==> src/rtl/result_reader_if.sv <==
// Bus bundle for result_reader: sigmoid-memory read port, start pulse and result handshake.
// Optional RESULT_TIE_FLAG_EN adds the result_tie signal.
interface result_reader_if #(
  parameter int unsigned ADDR_W = 5,
  parameter int unsigned DATA_W = 4
);
  logic              network_done;
  logic              sig_rd_en;
  logic [ADDR_W-1:0] sig_rd_addr;
  logic [DATA_W-1:0] sig_rd_data;
  logic              busy;
  logic              result_valid;
  logic [3:0]        result_digit;
  logic [DATA_W-1:0] result_value;
  logic              result_ack;
`ifdef RESULT_TIE_FLAG_EN
  logic              result_tie;
`endif

  modport master (
    input  network_done, sig_rd_data, result_ack,
`ifdef RESULT_TIE_FLAG_EN
    output result_tie,
`endif
    output sig_rd_en, sig_rd_addr, busy, result_valid, result_digit, result_value
  );

  modport slave (
    output network_done, sig_rd_data, result_ack,
`ifdef RESULT_TIE_FLAG_EN
    input  result_tie,
`endif
    input  sig_rd_en, sig_rd_addr, busy, result_valid, result_digit, result_value
  );
endinterface

==> src/rtl/result_reader.sv <==
// Scans the layer-2 sigmoid outputs after network_done and reports the argmax digit under valid/ack.
// Optional RESULT_TIE_FLAG_EN adds result_tie (a later index matched the running max).
module result_reader #(
  parameter int unsigned NUM_OUTPUTS = 10,
  parameter int unsigned BASE_ADDR   = 8,
  parameter int unsigned ADDR_W      = 5,
  parameter int unsigned DATA_W      = 4
) (
  input  logic           clk,
  input  logic           n_rst,
  result_reader_if.master bus
);

  localparam int unsigned CNT_W = $clog2(NUM_OUTPUTS + 1);

  typedef enum logic [1:0] {IDLE, READ, DRAIN, DONE} state_t;

  state_t            r_state;
  logic [CNT_W-1:0]  r_count;
  logic [DATA_W-1:0] r_max;
  logic [3:0]        r_idx;
  logic              r_rd_en;
  logic [ADDR_W-1:0] r_rd_addr;
  logic              r_busy;
  logic              r_valid;
  logic [3:0]        r_digit;
  logic [DATA_W-1:0] r_value;

  logic              w_active;
  logic              w_gt;
  logic [3:0]        w_cmp_idx;
  logic [DATA_W-1:0] w_nxt_max;
  logic [3:0]        w_nxt_idx;

`ifdef RESULT_TIE_FLAG_EN
  logic r_tie_run;
  logic r_tie;
  logic w_nxt_tie;
`endif

  // r_count is the index being addressed this cycle, so returning data belongs to r_count-1
  always_comb begin
    w_active  = ((r_state == READ) && (r_count != '0)) || (r_state == DRAIN);
    w_cmp_idx = 4'(r_count - CNT_W'(1));
    w_gt      = bus.sig_rd_data > r_max;
    w_nxt_max = r_max;
    w_nxt_idx = r_idx;
    if (w_active && w_gt) begin
      w_nxt_max = bus.sig_rd_data;
      w_nxt_idx = w_cmp_idx;
    end
`ifdef RESULT_TIE_FLAG_EN
    w_nxt_tie = r_tie_run;
    if (w_active) begin
      if (w_gt)
        w_nxt_tie = 1'b0;
      else if (bus.sig_rd_data == r_max)
        w_nxt_tie = 1'b1;
    end
`endif
  end

  always_ff @(posedge clk or negedge n_rst) begin
    if (!n_rst) begin
      r_state   <= IDLE;
      r_count   <= '0;
      r_max     <= '0;
      r_idx     <= '0;
      r_rd_en   <= 1'b0;
      r_rd_addr <= '0;
      r_busy    <= 1'b0;
      r_valid   <= 1'b0;
      r_digit   <= '0;
      r_value   <= '0;
`ifdef RESULT_TIE_FLAG_EN
      r_tie_run <= 1'b0;
      r_tie     <= 1'b0;
`endif
    end else begin
      case (r_state)
        IDLE: begin
          r_count <= '0;
          r_max   <= '0;
          r_idx   <= '0;
`ifdef RESULT_TIE_FLAG_EN
          r_tie_run <= 1'b0;
`endif
          if (bus.network_done) begin
            r_state   <= READ;
            r_rd_en   <= 1'b1;
            r_rd_addr <= ADDR_W'(BASE_ADDR);
            r_busy    <= 1'b1;
          end
        end
        READ: begin
          r_max   <= w_nxt_max;
          r_idx   <= w_nxt_idx;
          r_count <= r_count + 1'b1;
`ifdef RESULT_TIE_FLAG_EN
          r_tie_run <= w_nxt_tie;
`endif
          if (r_count == CNT_W'(NUM_OUTPUTS - 1)) begin
            r_state   <= DRAIN;
            r_rd_en   <= 1'b0;
            r_rd_addr <= '0;
          end else begin
            r_rd_addr <= ADDR_W'(BASE_ADDR + r_count + 1);
          end
        end
        DRAIN: begin
          r_state <= DONE;
          r_busy  <= 1'b0;
          r_valid <= 1'b1;
          r_max   <= w_nxt_max;
          r_idx   <= w_nxt_idx;
          r_digit <= w_nxt_idx;
          r_value <= w_nxt_max;
`ifdef RESULT_TIE_FLAG_EN
          r_tie_run <= w_nxt_tie;
          r_tie     <= w_nxt_tie;
`endif
        end
        DONE: begin
          // restart wins over a simultaneous ack
          if (bus.network_done) begin
            r_state   <= READ;
            r_count   <= '0;
            r_max     <= '0;
            r_idx     <= '0;
            r_rd_en   <= 1'b1;
            r_rd_addr <= ADDR_W'(BASE_ADDR);
            r_busy    <= 1'b1;
            r_valid   <= 1'b0;
            r_digit   <= '0;
            r_value   <= '0;
`ifdef RESULT_TIE_FLAG_EN
            r_tie_run <= 1'b0;
            r_tie     <= 1'b0;
`endif
          end else if (bus.result_ack) begin
            r_state <= IDLE;
            r_valid <= 1'b0;
            r_digit <= '0;
            r_value <= '0;
`ifdef RESULT_TIE_FLAG_EN
            r_tie   <= 1'b0;
`endif
          end
        end
        default: r_state <= IDLE;
      endcase
    end
  end

  assign bus.sig_rd_en    = r_rd_en;
  assign bus.sig_rd_addr  = r_rd_addr;
  assign bus.busy         = r_busy;
  assign bus.result_valid = r_valid;
  assign bus.result_digit = r_digit;
  assign bus.result_value = r_value;
`ifdef RESULT_TIE_FLAG_EN
  assign bus.result_tie   = r_tie;
`endif

endmodule

==> src/flat_wrapper.sv <==
// flat-port wrapper written by rule: the top's interface ports become plain ports
module result_reader_flat 
#(
  parameter int unsigned NUM_OUTPUTS = 10,
  parameter int unsigned BASE_ADDR   = 8,
  parameter int unsigned ADDR_W      = 5,
  parameter int unsigned DATA_W      = 4
)
  (clk, n_rst, bus_network_done, bus_sig_rd_data, bus_result_ack, bus_sig_rd_en, bus_sig_rd_addr, bus_busy, bus_result_valid, bus_result_digit, bus_result_value);
  result_reader_if #(.ADDR_W(ADDR_W), .DATA_W(DATA_W)) bus_i ();
  input  logic clk;
  input  logic n_rst;
  input wire logic [$bits(bus_i.network_done)-1:0] bus_network_done;
  input wire logic [$bits(bus_i.sig_rd_data)-1:0] bus_sig_rd_data;
  input wire logic [$bits(bus_i.result_ack)-1:0] bus_result_ack;
  output wire logic [$bits(bus_i.sig_rd_en)-1:0] bus_sig_rd_en;
  output wire logic [$bits(bus_i.sig_rd_addr)-1:0] bus_sig_rd_addr;
  output wire logic [$bits(bus_i.busy)-1:0] bus_busy;
  output wire logic [$bits(bus_i.result_valid)-1:0] bus_result_valid;
  output wire logic [$bits(bus_i.result_digit)-1:0] bus_result_digit;
  output wire logic [$bits(bus_i.result_value)-1:0] bus_result_value;
  assign bus_i.network_done = bus_network_done;
  assign bus_i.sig_rd_data = bus_sig_rd_data;
  assign bus_i.result_ack = bus_result_ack;
  assign bus_sig_rd_en = bus_i.sig_rd_en;
  assign bus_sig_rd_addr = bus_i.sig_rd_addr;
  assign bus_busy = bus_i.busy;
  assign bus_result_valid = bus_i.result_valid;
  assign bus_result_digit = bus_i.result_digit;
  assign bus_result_value = bus_i.result_value;
  result_reader #(.NUM_OUTPUTS(NUM_OUTPUTS), .BASE_ADDR(BASE_ADDR), .ADDR_W(ADDR_W), .DATA_W(DATA_W)) u_core (.clk(clk), .n_rst(n_rst), .bus(bus_i));
endmodule
==> config.mk <==
export PLATFORM = sky130hd
export DESIGN_NAME = result_reader_flat
export DESIGN_NICKNAME = d
export VERILOG_FILES = /design/src/rtl/result_reader_if.sv /design/src/rtl/result_reader.sv /design/src/flat_wrapper.sv
export SDC_FILE = /design/constraint.sdc
export NUM_CORES = 1
export LEC_CHECK = 0
export BUFFER_PORTS_ARGS = -buffer_cell sky130_fd_sc_hd__buf_2
export CAP_MARGIN = 5
export CORE_MARGIN = 2
export CORE_UTILIZATION = 45
export DETAILED_ROUTE_END_ITERATION = 7
export GPL_TIMING_DRIVEN = 0
export PLACE_DENSITY = 0.67
export SYNTH_ARGS = -nofsm -noshare
export SYNTH_HDL_FRONTEND = slang
export SYNTH_SLANG_ARGS = --single-unit
==> constraint.sdc <==
create_clock -name clk -period 2.6 [get_ports clk]
set_input_delay 0 -clock clk [delete_from_list [all_inputs] [get_ports clk]]
set_output_delay 0 -clock clk [all_outputs]
set_load 0.03 [all_outputs]
==> parameters.txt <==
Parameter                              Value

STA
  Final setup violation count ... 0
  RSZ-0062 raised after global routing ... no
  Fmax ... ~0.45 GHz
  Share of the clock period used by the worst path after layout ... between 80% and 90%
  Fin crit period ... between 2 and 2.5 ns
  Worst hold slack across all endpoints ... about 0.011 ns
  Final hold violations ... 0
  Slew of the pin with the lowest slew margin ... a little under 0.7 ns
  Worst setup margin ... about 0.39 ns
  Relative slew slack ... approximately 54%
  Final count of pins violating max slew ... 0
  Aggregate negative setup slack ... 0 ns
  Skew final ... approximately 0.0032 ns

Setup path
  Crit end category ... flop
  Series of cell instances along the critical path ... inv_1 -> ha_1 -> clkbuf_1 -> o21ai_1 -> o21ai_0 -> a2111oi_0 -> a21oi_1
  Crit path launch type ... flop
  WP data arrival ... ~2.4 ns
  Highest net fanout along the worst path ... 10
  Delay of the slowest cell on the worst path ... 0.45 ns
  Worst Path Required ... 2.75 ns
  Worst Path Class, Setup ... reg2reg
  CP max stage cell ... a2111oi_0

Detailed routing
  Count of TritonRoute iterations in the first routing pass ... 4
  First DRT Iteration DRCs ... between 40 and 50
  Post-detailed-route count of antenna-violating nets ... 0
  Vias per cell ... between 5 and 6
  DRC violation count after routing ... 0
  Via count ... ~1,400
  Wire per inst ... 13.9 um
  Total wire length ... 3.52 mm

Yosys
  Post-Syn Area ... between 1500 and 2000 sq um
  Main flop type after synthesis ... dfrtp_1
  Post-synth EDFFs ... 0
  Commonest cells post-synth ... 30 x dfrtp_1, 19 x nand2_1, 15 x inv_1
  Post-synth top area share ... approximately 44%
  Synthesized instance count ... 172
  Post-synthesis async set-or-reset flop share ... 100%
  Post-synthesis sequential element count ... 30
  Warnings, synthesis ... 0
  Number of nets in the synthesized netlist ... 192
  Most instantiated library cell after synthesis ... dfrtp_1
  Top area cells in the synthesized netlist ... dfrtp_1 44%, ha_1 8.8%, a22o_1 6.2%, mux2i_1 4.7%, nand2_1 4.2%
  Synthesized area per cell ... between 9 and 10 sq um
  Register area share after synthesis ... 44.0%
  Post-synth top area cell ... dfrtp_1
  Distinct cells, synth ... 34

Clock tree
  Clock tree from TritonCTS ... done
  Root Buffer Master ... clkbuf_8
  Buffer depth of the longest clock path ... 2
  Post-cts gate resize count ... 0
  Total number of clock tree sinks ... 30
  Count of hold-fix buffers inserted at cts ... 4
  Clock-pin transition on the worst setup and hold timing paths ... roughly 0.06 ns
  Level count of the clock H-tree ... 2
  Worst-Skew Late Latency ... about 0.28 ns
  Num CTS Buffers ... 5
  Setup Fix Bufs, Post-CTS ... 0

Floorplanning
  Starting density of the core ... between 40% and 50%
  Boundary Pins ... 24
  Area of the placeable core ... between 3000 and 4000 sq um
  Overall die width ... roughly 66 um
  Die height ... 65.6 um
  Die area ... around 4300 sq um
  Total number of placement rows ... 22

Power and ir drop
  Share of total power consumed by net switching ... 46.6%
  Power Total ... roughly 2.5 mW
  Clock group share of total power ... 13.8%
  Pwr/cell area ... 1260 nW/um^2
  Max VDD drop ... 0.000677 V
  Gate power share ... between 50% and 60%
  Share of power burned in registers ... between 20% and 30%
  Leakage power ... 0.973 nW
  Cell internal power dissipation ... between 1 and 1.5 mW
  Sw power ... 1.17 mW

Global routing
  Pin count of the biggest net entering global routing ... 31
  Number of antenna violations at the first check in global routing ... 0
  GRT Resource Usage Total ... a little under a fifth
  Number of global-route vias before repair ... ~1,300
  Wire length of the first global-routing pass ... 6.09 mm
  Total overflow reported by the global router ... 0

Cells and area
  Final non-filler cell total ... between 200 and 300
  ANT cells ... 0
  Post-layout utilization of the core ... a little over half
  Area overhead of the layout relative to synthesis ... 17.1%
  Share of layout cells above drive strength 1 ... 17.5%
  Number of nets in the layout ... approximately 230
  Cell area after layout ... ~2000 sq um

Run
  Max-cap violation count ... 0

Placement
  Cell count after placement ... about 240
  Detailed-placement wirelength estimate ... about 2.6 mm
  Place WS ... approximately 0.4 ns
  Instance area after placement ... around 1900 sq um
  GP Congestion ... around 0.81
  I/O Buffers ... 23

Worst hold path
  Path category of the worst min-delay check ... in2reg

Status
  Run status ... finished, final reports clean
[layout make-up]
cell class                      instances  area (sq um)
Fill cell                             345          1660
Buffer                                  8          57.6
Clock buffer                            7          76.3
Tap cell                               48          60.1
Timing Repair Buffer                   27           155
Inverter                               15          56.3
Multi-Input combinational cell        119           842
Sequential cell                        30           751
[logic make-up (layout without fill, tap and decap cells)]
group | Yosys count | count (layout) | share of synthesized area, %
AOI/OAI and AO/OA | 54 | 54 | 22.0
and+or+nand+nor | 42 | 42 | 12.2
DFF | 30 | 30 | 44.0
buffers and inverters | 23 | 57 | 6.67
adders and majority gates | 12 | 12 | 8.80
muxes | 9 | 9 | 5.35
xor gates and xnor gates | 2 | 2 | 1.03
[worst max-delay path, delay by kind of cell (launching register included)]
family          cells  cell delay, ns
compound gates      4            1.12
fa+ha+maj           1            0.22
buf+inv             2            0.33
flops               1            0.40
[power groups by stage]
stage	combinational, mW	clock [mW]	sequential, mW
floorplan	0.927	0	0.896
global placement	1.39	0	0.734
detailed placement	1.44	0	0.741
CTS	1.45	0.358	0.732
global route	1.60	0.382	0.756
finish	1.44	0.346	0.731
[placed cells by master (no fill, tap or decap), types with 6 or more instances in the layout]
master     n
a21oi_1    9
a22o_1    12
buf_2     23
clkbuf_1   7
dfrtp_1   30
ha_1      12
inv_1     15
mux2i_1    8
nand2_1   19
nand3_1    6
o21ai_0    9
o21ai_1    6
o22ai_1    6
[sequential cells by signal, summed over array words and instances (netlist names)]
name / flops
u_core.bus.sig_rd_en: 1
u_core.r_count: 4
u_core.bus.result_digit: 4
u_core.bus.sig_rd_addr: 5
u_core.bus.result_value: 4
u_core.bus.busy: 1
u_core.r_idx: 4
u_core.r_max: 4
u_core.bus.result_valid: 1
u_core.r_state: 2
[per-layer routing]
| layer | vias to the layer above | global-route usage [%] | part of all wire (%) |
|---|---|---|---|
| li1 | 683 | - | - |
| met1 | 630 | 22.9 | 46 |
| met2 | 36 | 32.1 | 48 |
| met3 | 5 | 6.16 | 4.8 |
| met4 | 0 | 6.25 | 1.1 |
| met5 | - | 0 | 0 |
[final timing paths]
kind                                            start                          to  cells after the start  slack (ns)
setup / recovery                    u_core.r_state[1]           u_core.r_state[0]                      7        0.39
min in group asynchronous                       n_rst             u_core.r_max[2]                      2        0.30
hold reg to reg            u_core.bus.result_digit[3]  u_core.bus.result_digit[3]                      2        0.47
hold / removal                     bus_sig_rd_data[1]             u_core.r_max[1]                      3        0.01
setup reg to reg                    u_core.r_state[1]           u_core.r_state[0]                      7        0.39
max in group asynchronous                       n_rst             u_core.r_idx[3]                      2        1.86
No activity file was read; power rests on OpenSTA's default activity.
